<file path="src/rtl/cpu_pkg.sv">
// Shared definitions for the multi-phase CPU sequencer: opcodes, ALU op codes and
// FSM state encodings.
package cpu_pkg;

  localparam logic [2:0] OP_HLT = 3'b000;
  localparam logic [2:0] OP_SKZ = 3'b001;
  localparam logic [2:0] OP_ADD = 3'b010;
  localparam logic [2:0] OP_AND = 3'b011;
  localparam logic [2:0] OP_XOR = 3'b100;
  localparam logic [2:0] OP_LDA = 3'b101;
  localparam logic [2:0] OP_STO = 3'b110;
  localparam logic [2:0] OP_JMP = 3'b111;

  localparam logic [1:0] ALU_PASS = 2'b00;
  localparam logic [1:0] ALU_ADD  = 2'b01;
  localparam logic [1:0] ALU_AND  = 2'b10;
  localparam logic [1:0] ALU_XOR  = 2'b11;

  typedef enum logic [3:0] {
    S_RST   = 4'd0,
    S_IADDR = 4'd1,
    S_IRD   = 4'd2,
    S_DEC   = 4'd3,
    S_OPRD  = 4'd4,
    S_STO   = 4'd5,
    S_SKZ   = 4'd6,
    S_JMP   = 4'd7,
    S_HALT  = 4'd8
  } state_e;

  // ALU operation used while an operand is read; LDA passes memory data through.
  function automatic logic [1:0] alu_code(input logic [2:0] op);
    logic [1:0] code;
    code = ALU_PASS;
    case (op)
      OP_ADD:  code = ALU_ADD;
      OP_AND:  code = ALU_AND;
      OP_XOR:  code = ALU_XOR;
      default: code = ALU_PASS;
    endcase
    return code;
  endfunction

endpackage

</file>
<file path="src/rtl/seq_wait_timer.sv">
// Counts cycles spent waiting for mem_ready in the current phase; flags when the
// count reaches WAIT_MAX. Cleared whenever the sequencer changes state.
module seq_wait_timer #(
  parameter int unsigned WAIT_MAX = 7
) (
  input  logic clk,
  input  logic rst,
  input  logic clr,
  input  logic inc,
  output logic timeout
);

  localparam int unsigned CntW = $clog2(WAIT_MAX + 1);

  logic [CntW-1:0] cnt_q, cnt_d;

  assign timeout = (cnt_q == CntW'(WAIT_MAX));

  always_comb begin
    cnt_d = cnt_q;
    if (clr) begin
      cnt_d = '0;
    end else if (inc && !timeout) begin
      cnt_d = cnt_q + CntW'(1);
    end
  end

  always_ff @(posedge clk) begin
    if (rst) begin
      cnt_q <= '0;
    end else begin
      cnt_q <= cnt_d;
    end
  end

endmodule

</file>
<file path="src/rtl/cpu_sequencer.sv">
// Multi-phase instruction sequencer for the 8-bit RISC CPU: fetch, decode, operand and
// execute phases with memory handshake, wait timeout, halt/resume and illegal-opcode flag.
module cpu_sequencer
  import cpu_pkg::*;
#(
  parameter int unsigned OPCODE_W = 3,
  parameter int unsigned ALU_OP_W = 2,
  parameter int unsigned WAIT_MAX = 7
) (
  input  logic                clk,
  input  logic                rst,
  input  logic [OPCODE_W-1:0] opcode,
  input  logic                acc_zero,
  input  logic                mem_ready,
  input  logic                resume,
  output logic                stop,
  output logic                err,
  output logic                mem_rd,
  output logic                write_en,
  output logic                load_ir,
  output logic                regWrite,
  output logic                ALUToACC,
  output logic [ALU_OP_W-1:0] ALU_Op,
  output logic                PC_addr,
  output logic                PC_actve,
  output logic                pc_load,
  output logic                skip,
  output logic [3:0]          state_o
);

  state_e     state_q, state_d;
  logic [2:0] op_q, op_d;
  logic       err_q, err_d;
  logic       timeout, wait_inc, wait_clr;
  logic       legal;

  // Only the low three bits carry an encoding; anything wider must be zero.
  assign legal = ((opcode >> 3) == '0);

  assign wait_clr = (state_d != state_q);
  assign state_o  = state_q;
  assign err      = err_q;

  seq_wait_timer #(
    .WAIT_MAX(WAIT_MAX)
  ) u_wait_timer (
    .clk    (clk),
    .rst    (rst),
    .clr    (wait_clr),
    .inc    (wait_inc),
    .timeout(timeout)
  );

  always_comb begin
    state_d  = state_q;
    op_d     = op_q;
    err_d    = err_q;
    wait_inc = 1'b0;
    stop     = 1'b0;
    mem_rd   = 1'b0;
    write_en = 1'b0;
    load_ir  = 1'b0;
    regWrite = 1'b0;
    ALUToACC = 1'b0;
    ALU_Op   = '0;
    PC_addr  = 1'b0;
    PC_actve = 1'b0;
    pc_load  = 1'b0;
    skip     = 1'b0;

    unique case (state_q)
      S_RST: state_d = S_IADDR;

      S_IADDR: begin
        PC_addr = 1'b1;
        mem_rd  = 1'b1;
        state_d = S_IRD;
      end

      S_IRD: begin
        PC_addr = 1'b1;
        mem_rd  = 1'b1;
        if (mem_ready) begin
          load_ir = 1'b1;
          state_d = S_DEC;
        end else if (timeout) begin
          err_d   = 1'b1;
          state_d = S_HALT;
        end else begin
          wait_inc = 1'b1;
        end
      end

      S_DEC: begin
        PC_actve = 1'b1;
        op_d     = opcode[2:0];
        if (!legal) begin
          err_d   = 1'b1;
          state_d = S_HALT;
        end else begin
          case (opcode[2:0])
            OP_HLT:                         state_d = S_HALT;
            OP_SKZ:                         state_d = S_SKZ;
            OP_ADD, OP_AND, OP_XOR, OP_LDA: state_d = S_OPRD;
            OP_STO:                         state_d = S_STO;
            OP_JMP:                         state_d = S_JMP;
            default:                        state_d = S_HALT;
          endcase
        end
      end

      S_OPRD: begin
        mem_rd   = 1'b1;
        ALU_Op   = ALU_OP_W'(alu_code(op_q));
        ALUToACC = (op_q != OP_LDA);
        if (mem_ready) begin
          regWrite = 1'b1;
          state_d  = S_IADDR;
        end else if (timeout) begin
          err_d   = 1'b1;
          state_d = S_HALT;
        end else begin
          wait_inc = 1'b1;
        end
      end

      S_STO: begin
        write_en = 1'b1;
        if (mem_ready) begin
          state_d = S_IADDR;
        end else if (timeout) begin
          // Abandoned store: drop the request on the cycle we give up.
          write_en = 1'b0;
          err_d    = 1'b1;
          state_d  = S_HALT;
        end else begin
          wait_inc = 1'b1;
        end
      end

      S_SKZ: begin
        PC_actve = acc_zero;
        skip     = acc_zero;
        state_d  = S_IADDR;
      end

      S_JMP: begin
        pc_load = 1'b1;
        state_d = S_IADDR;
      end

      S_HALT: begin
        stop = 1'b1;
        if (resume) begin
          state_d = S_IADDR;
        end
      end

      default: state_d = S_RST;
    endcase
  end

  always_ff @(posedge clk) begin
    if (rst) begin
      state_q <= S_RST;
      op_q    <= '0;
      err_q   <= 1'b0;
    end else begin
      state_q <= state_d;
      op_q    <= op_d;
      err_q   <= err_d;
    end
  end

endmodule
</file>
<file path="config.mk">
export PLATFORM = sky130hd
export DESIGN_NAME = cpu_sequencer
export DESIGN_NICKNAME = d
export VERILOG_FILES = /design/src/rtl/cpu_pkg.sv /design/src/rtl/seq_wait_timer.sv /design/src/rtl/cpu_sequencer.sv
export SDC_FILE = /design/constraint.sdc
export NUM_CORES = 1
export LEC_CHECK = 0
export BUFFER_PORTS_ARGS = -buffer_cell sky130_fd_sc_hd__buf_2
export CELL_PAD_IN_SITES_DETAIL_PLACEMENT = 1
export CELL_PAD_IN_SITES_GLOBAL_PLACEMENT = 1
export CORE_MARGIN = 2
export CORE_UTILIZATION = 34
export DETAILED_ROUTE_END_ITERATION = 10
export MAX_ROUTING_LAYER = met4
export PLACE_DENSITY = 0.81
export SETUP_SLACK_MARGIN = 0.3
export SLEW_MARGIN = 0
export SYNTH_ARGS = -nofsm -noshare
export SYNTH_HDL_FRONTEND = slang
export SYNTH_SLANG_ARGS = --single-unit
</file>
<file path="constraint.sdc">
create_clock -name clk -period 2.1 [get_ports clk]
set_input_delay 0.105 -clock clk [delete_from_list [all_inputs] [get_ports clk]]
set_output_delay 0.105 -clock clk [all_outputs]
set_load 0.02 [all_outputs]
</file>
# After elaboration in Yosys (flattened, before gate mapping)
# Memories as Yosys holds them, arrays and structs flattened.
# Index checks and enable logic that the tools add are counted.
[classes]
muxes = 22
bitwise = 1
addsub = 1
n_eq_ne = 14
n_reduce_logical = 10
[op_table]
columns = ["cell", "count"]
rows = [
  ["case mux 4 bit (6 select lines)", 1],
  ["== test 4 x 3 -> 1 bit, second input constant", 4],
  ["2-to-1 mux 4 bit", 4],
  ["2-to-1 mux 1 bit", 14],
  ["OR reduction 3 bit", 3],
  ["== test 4 x 2 -> 1 bit, second input constant", 2],
  ["== test 3 x 2 -> 1 bit, second input constant", 2],
  ["== test 3 bit, second input constant", 2],
  ["case mux 2 bit (3 select lines)", 1],
  ["OR reduction 2 bit", 3],
  ["== test 4 x 1 -> 1 bit, second input constant", 1],
  ["== test 4 bit, second input constant", 1],
  ["logical NOT 4 bit", 1],
  ["!= test 4 bit", 1],
  ["adder 3 x 1 -> 3 bit, second input constant", 1],
  ["!= test 3 bit, second input constant", 1],
  ["AND reduction 3 bit", 1],
  ["2-to-1 mux 2 bit", 1],
  ["case mux 1 bit (2 select lines)", 1],
  ["logical AND 1 bit", 1],
  ["logical NOT 1 bit", 1],
  ["inverter 1 bit", 1],
]
[totals]
reg_bits = 11
word_cells = 53
romBits = 32
n_memories = 1
output_inout_bits = 17
[memory_table]
columns = ["name", "words", "word_bits", "rd", "rd_clocked_by_memory_dff", "write_ports", "line", "text"]
rows = [
  ["(name not given)", 8, 4, 1, 0, 0, "cpu_sequencer.sv:101", "case (opcode[2:0])"],
]

# Logic depth before layout (Yosys ltp)
# Gate-level depths: netlist of run 1.
[depth]
ltp_word = 6
mapped_depth = 7
depth_no_buf = 7

# Modules after synthesis
# From an unflattened synthesis of run 1, not the netlist that was laid out.
[hier_totals]
cells_unflattened = 96
area_unflattened_um2 = 757.0
[modules_own_cells]
columns = ["mod", "cells_each", "area_each_um2", "n_inst", "seq_area_each_um2"]
rows = [
  ["cpu_sequencer", 84, 614.3, 1, 160.2],
  ["seq_wait_timer", 12, 142.6, 1, 60.1],
]

# Worst setup path before layout of run 1
# Ideal clock, no wire load.
[synth_path]
path_type = "reg-to-output"
start = "reg state_q[0], in the netlist state_o[0]"
end = "out mem_rd"
path_slack_ns = 0.421
stages_incl_launch_ff = 5
t_arrival_ns = 1.574
path_cell_list = "dfxtp_1 > buf_2 > xnor2_1 > nor3_1 > nand2b_1"
[synth_between]
elab_chain_len = 3
word_cells_on_any_way = 5
[synth_rtl]
columns = ["item", "line", "text"]
rows = [
  ["start, declared", "cpu_sequencer.sv:31", "state_e state_q, state_d;"],
  ["start signal, assigned", "cpu_sequencer.sv:169", "state_q <= state_d;"],
  ["== test 4 x 3 -> 1 bit, or another cell as far along", "cpu_sequencer.sv:71", "unique case (state_q)"],
  ["OR reduction 3 bit (no source line) (*)", "-", ""],
  ["2-to-1 mux 1 bit (*)", "cpu_sequencer.sv:71", ""],
  ["end, declared", "cpu_sequencer.sv:18", "output logic mem_rd,"],
]
# Mark *: on every way between the ends. The rest lies on a longest branch, timed or not.

# Worst setup path after layout of run 1
[layout_path]
start = "reg u_wait_timer.cnt_q[0]"
end = "reg u_wait_timer.cnt_q[2]"
[layout_between]
elab_chain_len = 6
word_cells_on_any_way = 13
[layout_rtl]
columns = ["item", "line", "text"]
rows = [
  ["start, declared", "seq_wait_timer.sv:15", "logic [CntW-1:0] cnt_q, cnt_d;"],
  ["start signal, assigned", "seq_wait_timer.sv:32", "cnt_q <= cnt_d;"],
  ["== test 3 bit", "seq_wait_timer.sv:17", "assign timeout = (cnt_q == CntW'(WAIT_MAX));"],
  ["2-to-1 mux 4 bit", "cpu_sequencer.sv:86, cpu_sequencer.sv:119, cpu_sequencer.sv:131", ""],
  ["2-to-1 mux 4 bit (on tied branches)", "cpu_sequencer.sv:116, cpu_sequencer.sv:83", ""],
  ["case mux 4 bit (6 select lines)", "cpu_sequencer.sv:71", ""],
  ["!= test 4 bit", "cpu_sequencer.sv:40", "assign wait_clr = (state_d != state_q);"],
  ["OR reduction 2 bit (no source line)", "-", ""],
]
# Parallel ways exist; a longest one is shown, timed or not.
# A chain may end at the register's enable or synchronous reset.

==> flow_summary.yaml, run 1 <==
run_status:
  status: "complete, no violations"
global_routing:
  grt_pass1_vias: 759
  antenna_found_initial: 0
  grt_max_degree: 15
  grt_pass1_wl_um: 3350
  track_usage: 0.176
  gr-total-overflow: 0
worst_setup_path:
  reg2reg_slack_ns: 0.37
  cp.depth: 7
  worstRegToRegCells: 7
  worstSetupPathType: "reg -> reg"
  cp_num_buf_inv: 0
  cp.arrival_ns: 1.89
  critical_path.endpoint_type: "flop"
  crit_path_max_incr_delay_ns: 0.33
  cpMaxStageDelayCell: "dfxtp_2"
  startpoint: "u_wait_timer.cnt_q[0]"
  start_kind: "flop"
  timing.rr.end: "u_wait_timer.cnt_q[2]"
  worstPathMaxFanout: 4
  crit_required_ns: 2.25
  worstReg2RegStart: "u_wait_timer.cnt_q[0]"
  cp_cell_sequence: "ha_2 -> ha_4 -> nor2b_2 -> o2111a_1 -> o221ai_2 -> xnor2_2 -> nor3_1"
  crit_family: "compound AO/OA/AOI/OAI gates"
pwr:
  power_mw: 0.590
  p_per_area_mw_per_mm2: 628
  power.leakage_nw: 0.415
  vdd_ir_drop_max_uv: 355
placement:
  dpl.hpwl_um: 1550
  io_buffer_count: 24
  gp_congestion: 0.791
clock_network:
  clkSinkCount: 11
  h-tree-depth: 1
  cts_hold_buf: 0
  cts_tree: "yes"
  numCtsBuffers: 3
  post_cts_buffers: 0
  clk_pin_slew_ns: 0.07
  clockBufferDepth: 2
  insertion_delay_ns: 0.27
  clockRootBuffer: "clkbuf_4"
sta:
  setup_viol_count_final: 0
  period_share: 0.826
  maxSlewViolCount: 0
  fin_setup_tns_ns: 0
  fmax_mhz: 576
  timing_hold_violations_final: 0
  fin_crit_ns: 1.73
  tightest_slew_ns: 0.449
  grt_setup_unrepaired: "no"
  slew_headroom: 0.699
  clock_skew_ns: 0.000489
  hold_slack_ns: 0.112
hold_path:
  hold_path_end: "op_q[2]"
  holdCritStartpoint: "opcode[2]"
  hp-class: "in -> reg"
  holdPathStages: 3
logic_synthesis:
  synth_top_family_by_area: "simple AND/OR/NAND/NOR gates"
  synth_edf_count: 0
  synthAdderAreaFrac: 0.0337
  synth_xor_area_frac: 0.0590
  netlist_area_um2: 742
  muxShareOfSynthArea: 0.0422
  yosysSeqAreaShare: 0.297
  yosys.area_share.simple: 0.344
  synth_flop_cell: "dfxtp_1"
  synth.avg_cell_area_um2: 7.42
  synth_cell_type_count: 28
  ys_warn_count: 0
  synth_compound_area_frac: 0.150
  synthCells: 100
  syn-num-nets: 110
  ys_ff_latch: 11
  postSynth.asyncResetShare: 0
finish:
  drive_gt1_frac: 0.339
  post-route-util: 0.469
  layout_commonest_cell: "buf_2"
  diodes: 0
  nets: 135
  most-common-layout-cells: "buf_2 (24), nand2_1 (15), nor2_1 (10), a21oi_1 (9), dfxtp_1 (8)"
  synthToLayoutAreaGrowth_pct: 26.6
die:
  dieArea_mm2: 0.00257
  core_mm2: 0.00200
  io_pins: 25
  rows: 16
  die_h_um: 50.7
  chipWidth_um: 50.7
  start_util: 0.371
route:
  via_per_inst: 5.28
  ant_nets: 0
  drc_errors: 0
  routed_wl_um: 2080
  wire_per_inst_um: 13.8
  vias: 798
  dr.pass1.iters: 4
  drt-initial-drc-count: 13
job:
  cap_violations: 0
-- state kept, by name (all words and copies together) (netlist names) --
register and flops:
u_wait_timer.cnt_q 3, state_o 4, err 1, op_q 3
-- area by class of cell --
cell class,instances,area [um^2]
Multi-Input combinational cell,79,507
Sequential cell,11,226
Inverter,5,18.8
Fill cell,275,1060
Timing Repair Buffer,25,128
Clock buffer,4,26.3
Tap cell,27,33.8
-- worst max path at each step --
stage	end	slack (ns)
6_report	u_wait_timer.cnt_q[2]	0.37
5_1_grt	u_wait_timer.cnt_q[2]	0.26
4_1_cts	u_wait_timer.cnt_q[2]	0.31
3_5_place_dp	u_wait_timer.cnt_q[2]	0.33
3_3_place_gp	u_wait_timer.cnt_q[0]	0.41
2_1_floorplan	mem_rd	0.42
-- timing repair --
item / in CTS / in global routing
resized for setup: 1 / 11
setup endpoints to repair: 2 / 7
pin swaps: 0 / 6
-- routing by layer --
| layer | wire (um) | vias to the layer above | track usage |
|---|---|---|---|
| li1 | - | 390 | - |
| met5 | 0 | - | - |
| met2 | 947 | 28 | 0.274 |
| met3 | 95 | 6 | 0.0238 |
| met1 | 989 | 374 | 0.221 |
| met4 | 49 | 0 | 0.0946 |
-- tightest hold or removal path: stages --
cell and delay, ns:
buf_2 0.12, nand2_1 0.06, a21oi_1 0.05
-- synth_stat cells, types with 2 or more instances --
master	instances	area share
a31oi_1	2	0.017
nand2_1	15	0.076
a21oi_1	9	0.061
o21ai_0	2	0.013
inv_1	5	0.025
nor2b_1	5	0.042
nor2_1	10	0.051
mux2i_1	2	0.027
xnor2_1	4	0.047
and3_1	2	0.017
buf_4	2	0.020
ha_1	2	0.034
buf_2	2	0.013
nand3_1	4	0.027
dfxtp_1	11	0.30
nand2b_1	2	0.017
nor3_1	10	0.067
-- cells by family (layout without fill, tap and decap cells) --
family                   count (synthesis)  in the layout
AO/OA/AOI/OAI                           17             17
XOR/XNOR                                 5              5
adder cells (fa/ha/maj)                  2              2
buffers and inverters                   10             34
flip-flops                              11             11
multiplexers                             3              3
AND/OR/NAND/NOR                         52             52
-- power breakdown --
| part | internal (mW) | switching, mW | total, mW |
|---|---|---|---|
| combinational | 0.0820 | 0.114 | 0.196 |
| clock | 0.0736 | 0.0716 | 0.145 |
| sequential | 0.219 | 0.0293 | 0.249 |
-- metrics by stage --
stage               instances  cell area, um^2  setup WS, ns
finish                    151              940         0.365
detailed placement        147              867         0.332
global placement          147              867         0.414
global route              151              940         0.262
floorplan                 100              742         0.421
CTS                       151              895         0.313
No activity file was read; power rests on OpenSTA's default activity.
==> run 2: changes to the inputs <==
--- a/config.mk
+++ b/config.mk
@@ -5,14 +5,15 @@
 export SDC_FILE = /design/constraint.sdc
 export NUM_CORES = 1
 export LEC_CHECK = 0
+export ABC_AREA = 1
 export BUFFER_PORTS_ARGS = -buffer_cell sky130_fd_sc_hd__buf_2
 export CELL_PAD_IN_SITES_DETAIL_PLACEMENT = 1
 export CELL_PAD_IN_SITES_GLOBAL_PLACEMENT = 1
 export CORE_MARGIN = 2
-export CORE_UTILIZATION = 34
+export CORE_UTILIZATION = 33
 export DETAILED_ROUTE_END_ITERATION = 10
 export MAX_ROUTING_LAYER = met4
-export PLACE_DENSITY = 0.81
+export PLACE_DENSITY = 0.8
 export SETUP_SLACK_MARGIN = 0.3
 export SLEW_MARGIN = 0
 export SYNTH_ARGS = -nofsm -noshare
==> constraint.sdc (replaced) <==
create_clock -name clk -period 1.8 [get_ports clk]
set_input_delay 0.09 -clock clk [delete_from_list [all_inputs] [get_ports clk]]
set_output_delay 0.09 -clock clk [all_outputs]
set_load 0.02 [all_outputs]
==> flow_summary.yaml, run 2 <==
worst_setup_path:
  timing.rr.end: "u_wait_timer.cnt_q[0]"
  worstPathMaxFanout: 4
  crit_required_ns: 1.71
  critical_path.endpoint_type: "output port"
  worstSetupPathType: "reg -> out"
  worstRegToRegCells: 8
  cp.arrival_ns: 1.46
  startpoint: "u_wait_timer.cnt_q[0]"
  start_kind: "flop"
  worstReg2RegStart: "u_wait_timer.cnt_q[0]"
  reg2reg_slack_ns: 0.33
  endpoint: "write_en"
finish:
  most-common-layout-cells: "nand2_1 (23), buf_2 (19), inv_1 (16), buf_4 (13), nor2_1 (10)"
  synthToLayoutAreaGrowth_pct: 49.4
  drive_gt1_frac: 0.506
  layout_commonest_cell: "nand2_1"
  final_cells: 194
  nets: 175
  final_design_area_no_fill_mm2: 0.00122
  diodes: 0
  largest_reg_flops: 4
die:
  die_h_um: 53.7
  io_pins: 25
  dieArea_mm2: 0.00289
  core_mm2: 0.00241
  chipWidth_um: 53.7
  rows: 18
  start_util: 0.339
hold_path:
  hp-class: "in -> reg"
global_routing:
  track_usage: 0.228
  gr-total-overflow: 0
  grt_pass1_vias: 1046
  grt_pass1_wl_um: 4590
  grt_max_degree: 8
  antenna_found_initial: 0
run_status:
  status: "complete, no violations"
pwr:
  p_per_area_mw_per_mm2: 739
  power_mw: 0.901
  power.leakage_nw: 0.578
  vdd_ir_drop_max_uv: 432
logic_synthesis:
  synthTopCellsByCount: "nand2_1 (30), inv_1 (19), nor2_1 (15)"
  synth_edf_count: 0
  postSynth.asyncResetShare: 0
  ys_ff_latch: 11
  synth_flop_cell: "dfxtp_1"
  ys_warn_count: 0
  synth.most_common_cell: "nand2_1"
  yosys.area.top_type: "dfxtp_1"
  yosysSeqAreaShare: 0.270
  syn-num-nets: 138
  synth.area.top_cells: "dfxtp_1 (27%), nand2_1 (14%), inv_1 (8.7%)"
  synth_cell_type_count: 21
  yosys.area.top_type_share: 0.270
  netlist_area_um2: 816
  synthCells: 128
  synth.avg_cell_area_um2: 6.37
clock_network:
  clkSinkCount: 11
  clockBufferDepth: 2
  cts_hold_buf: 0
  h-tree-depth: 1
  clk_pin_slew_ns: 0.08
  clockRootBuffer: "clkbuf_4"
  numCtsBuffers: 3
  cts_tree: "yes"
  insertion_delay_ns: 0.28
placement:
  place_inst: 184
  dpl.hpwl_um: 1980
  gp_congestion: 0.884
  dpl-instance-area_um2: 997
  io_buffer_count: 24
sta:
  timing_hold_violations_final: 0
  period_share: 0.861
  maxSlewViolCount: 0
  fin_crit_ns: 1.55
  hold_slack_ns: 0.0699
  fin_setup_tns_ns: 0
  setup_viol_count_final: 0
  tightest_slew_ns: 0.257
  clock_skew_ns: 0.00203
  grt_setup_unrepaired: "yes"
  slew_headroom: 0.827
  fmax_mhz: 646
route:
  drc_errors: 0
  ant_nets: 0
  routed_wl_um: 2930
  wire_per_inst_um: 15.1
  dr.pass1.iters: 4
  via_per_inst: 5.08
  vias: 985
  drt-initial-drc-count: 8
job:
  cap_violations: 0
## run 2: cell types whose count changed after synthesis, sizes merged, moves of 3 or more
cell / delta
nand2: +21
inv: +16
nand3: +10
nor2: +8
nor3: -6
buf: -5
nor2b: -5
o21ai: +4
nand2b: -3
nand4: +3
## run 2: cell type report
cell class	count	area, um^2
repair buffers	32	193
well taps	30	37.5
clock buffers	4	26.3
multi-input cells	96	636
flip-flops and latches	11	240
fillers	332	1190
inverters	21	86.3
## run 2: logic make-up (layout without fill, tap and decap cells)
| kind of cell | count (synthesis) | after routing | share of synthesized area |
|---|---|---|---|
| xor gates and xnor gates | 2 | 2 | 0.0215 |
| adders and majority gates | 2 | 2 | 0.0307 |
| and+or+nand+nor | 76 | 76 | 0.479 |
| AOI/OAI and AO/OA | 16 | 16 | 0.103 |
| DFF | 11 | 11 | 0.270 |
| buffers and inverters | 21 | 57 | 0.0966 |
## run 2: how the worst min path moves through the flow
stage	slack (ns)	cells after the start	end	from
2_1_floorplan	0.16	1	err	rst
3_3_place_gp	0.35	2	op_q[0]	rst
3_5_place_dp	0.36	2	state_o[2]	rst
4_1_cts	0.05	2	state_o[1]	rst
5_1_grt	0.07	2	state_o[1]	rst
6_report	0.07	2	state_o[1]	rst
## run 2: what timing repair did
action,4_1_cts,5_1_grt
endpoints found under the setup margin,12,14
gates resized for setup,17,35
hold endpoints to repair,0,0
pin swaps,0,12
gates cloned,0,0
buffers inserted,1,5
## run 2: stage by stage
step | util | setup WS, ns
after floorplan | - | 0.277
after global placement | 0.414 | 0.225
after detailed placement | 0.414 | 0.194
after CTS | 0.447 | 0.293
after global routing | 0.506 | 0.190
final | 0.506 | 0.251
## run 2: power breakdown
group | internal [mW] | total (mW) | switching [mW]
Combinational | 0.148 | 0.414 | 0.266
Sequential | 0.262 | 0.305 | 0.0431
Clock | 0.0861 | 0.181 | 0.0954
Total | 0.497 | 0.901 | 0.404
## run 2: metal layers
metal / global-route usage / routed length (um) / vias to the layer above
li1: - / - / 486
met1: 0.258 / 1300 / 471
met2: 0.374 / 1460 / 24
met3: 0.0417 / 141 / 4
met4: 0.132 / 40 / 0
met5: - / 0 / -
## run 2: worst max-delay path, cell delays in order, from the launching register on
cell and delay, ns:
dfxtp_4 0.36, ha_4 0.16, ha_4 0.17, inv_2 0.05, nor2_2 0.05, nor4_2 0.18
buf_4 0.19
==> run 3: changes to the inputs <==
--- a/config.mk
+++ b/config.mk
@@ -5,15 +5,14 @@
 export SDC_FILE = /design/constraint.sdc
 export NUM_CORES = 1
 export LEC_CHECK = 0
-export ABC_AREA = 1
 export BUFFER_PORTS_ARGS = -buffer_cell sky130_fd_sc_hd__buf_2
 export CELL_PAD_IN_SITES_DETAIL_PLACEMENT = 1
 export CELL_PAD_IN_SITES_GLOBAL_PLACEMENT = 1
 export CORE_MARGIN = 2
-export CORE_UTILIZATION = 33
+export CORE_UTILIZATION = 34
 export DETAILED_ROUTE_END_ITERATION = 10
 export MAX_ROUTING_LAYER = met4
-export PLACE_DENSITY = 0.8
+export PLACE_DENSITY = 0.81
 export SETUP_SLACK_MARGIN = 0.3
 export SLEW_MARGIN = 0
 export SYNTH_ARGS = -nofsm -noshare
==> flow_summary.yaml, run 3 (synthesized netlist as in run 1, its figures left out) <==
global_routing:
  antenna_found_initial: 0
  grt_pass1_vias: 775
  grt_max_degree: 15
  gr-total-overflow: 0
  track_usage: 0.187
  grt_pass1_wl_um: 3530
hold_path:
  hold_path_end: "op_q[1]"
  holdPathStages: 3
  holdCritStartpoint: "opcode[1]"
  hp-class: "in -> reg"
finish:
  diodes: 0
  most-common-layout-cells: "buf_2 (23), nand2_1 (15), nor2_1 (10), a21oi_1 (9)"
  drive_gt1_frac: 0.419
  layout_commonest_cell: "buf_2"
  largest_reg_flops: 4
  fillers: 260
  ff_latch_area_um2: 235
  synthToLayoutAreaGrowth_pct: 41.5
  nets: 140
  final_cells: 156
  multiInputGateArea_um2: 564
clock_network:
  cts_hold_buf: 0
  numCtsBuffers: 3
  clk_pin_slew_ns: 0.07
  cts_tree: "yes"
  h-tree-depth: 1
  clockBufferDepth: 2
  clockRootBuffer: "clkbuf_4"
  insertion_delay_ns: 0.27
  clkSinkCount: 11
worst_setup_path:
  critical_path.endpoint_type: "flop"
  timing.rr.end: "u_wait_timer.cnt_q[0]"
  worstPathMaxFanout: 4
  worstSetupPathType: "reg -> reg"
  crit_required_ns: 1.96
  start_kind: "flop"
  reg2reg_slack_ns: 0.18
  worstReg2RegStart: "u_wait_timer.cnt_q[1]"
  cp.arrival_ns: 1.77
  worstRegToRegCells: 7
die:
  die_h_um: 50.7
  io_pins: 25
  rows: 16
  start_util: 0.371
  dieArea_mm2: 0.00257
  core_mm2: 0.00200
  chipWidth_um: 50.7
sta:
  timing_hold_violations_final: 0
  tightest_slew_ns: 0.295
  setup_viol_count_final: 0
  clock_skew_ns: 0.00232
  hold_slack_ns: 0.0987
  period_share: 0.898
  grt_setup_unrepaired: "yes"
  slew_headroom: 0.803
  maxSlewViolCount: 0
  fmax_mhz: 619
  fin_setup_tns_ns: 0
  fin_crit_ns: 1.62
pwr:
  vdd_ir_drop_max_uv: 412
  power_mw: 0.702
  power.leakage_nw: 0.454
  p_per_area_mw_per_mm2: 669
placement:
  gp_congestion: 0.796
  io_buffer_count: 24
  place_inst: 148
  dpl.hpwl_um: 1690
route:
  dr.pass1.iters: 4
  ant_nets: 0
  vias: 827
  wire_per_inst_um: 14.9
  via_per_inst: 5.30
  drc_errors: 0
  drt-initial-drc-count: 7
  routed_wl_um: 2320
job:
  cap_violations: 0
run_status:
  status: "complete, no violations"
run 3: changes by cell type in the layout (fill, tap and decap cells not counted), moves of 4 or more:
cell     change
nand2_1      -8
nand3_1      -4
buf_4        -7
nand2_2      -9
buf_2        +4
nand3_2      -6
nor3_1       +6
nand2_4      -4
inv_1       -11
nor2_4       -5
run 3: worst max-delay path by stage:
stage	from	to	slack, ns
after floorplan	state_o[0]	mem_rd	0.24
after global placement	u_wait_timer.cnt_q[0]	u_wait_timer.cnt_q[1]	0.19
after detailed placement	u_wait_timer.cnt_q[1]	u_wait_timer.cnt_q[1]	0.16
after CTS	u_wait_timer.cnt_q[1]	u_wait_timer.cnt_q[0]	0.19
after global routing	u_wait_timer.cnt_q[1]	u_wait_timer.cnt_q[0]	0.09
final	u_wait_timer.cnt_q[1]	u_wait_timer.cnt_q[0]	0.18
run 3: metrics by stage:
| stage | utilization | cell area [um^2] | setup WS, ns |
|---|---|---|---|
| CTS | 0.489 | 980 | 0.192 |
| finish | 0.524 | 1050 | 0.184 |
| global placement | 0.465 | 931 | 0.187 |
| floorplan | - | 798 | 0.238 |
| global route | 0.524 | 1050 | 0.0905 |
| detailed placement | 0.465 | 931 | 0.162 |
run 3: repair_timing:
action / in CTS / in global routing
pin swaps: 3 / 0
resized for setup: 5 / 10
cloned: 0 / 0
endpoints found under the setup margin: 10 / 13
buffers inserted: 0 / 4
run 3: area by class of cell:
type | count | share of cell area
multi-input cells | 79 | 0.538
well taps | 27 | 0.0322
repair buffers | 30 | 0.163
flip-flops and latches | 11 | 0.224
clock buffers | 4 | 0.0250
inverters | 5 | 0.0179
run 3: report_power, final:
| group | switching [mW] | internal, mW |
|---|---|---|
| sequential | 0.0351 | 0.258 |
| clock | 0.0812 | 0.0860 |
| combinational | 0.137 | 0.104 |
| total | 0.254 | 0.448 |
run 3: metal layers:
layer	up-vias	share of wire	GRT usage
met5	-	0	-
met4	0	0.020	0.0811
met3	5	0.062	0.0208
met2	30	0.48	0.292
met1	392	0.44	0.244
li1	400	-	-
run 3: worst max-delay path, stage by stage, from the launching register on:
cell and delay, ns:
dfxtp_2 0.34, ha_4 0.16, ha_4 0.17, nor2b_4 0.13, o2111a_1 0.25, o221ai_2 0.23, xnor2_2 0.16, nor3_1 0.07
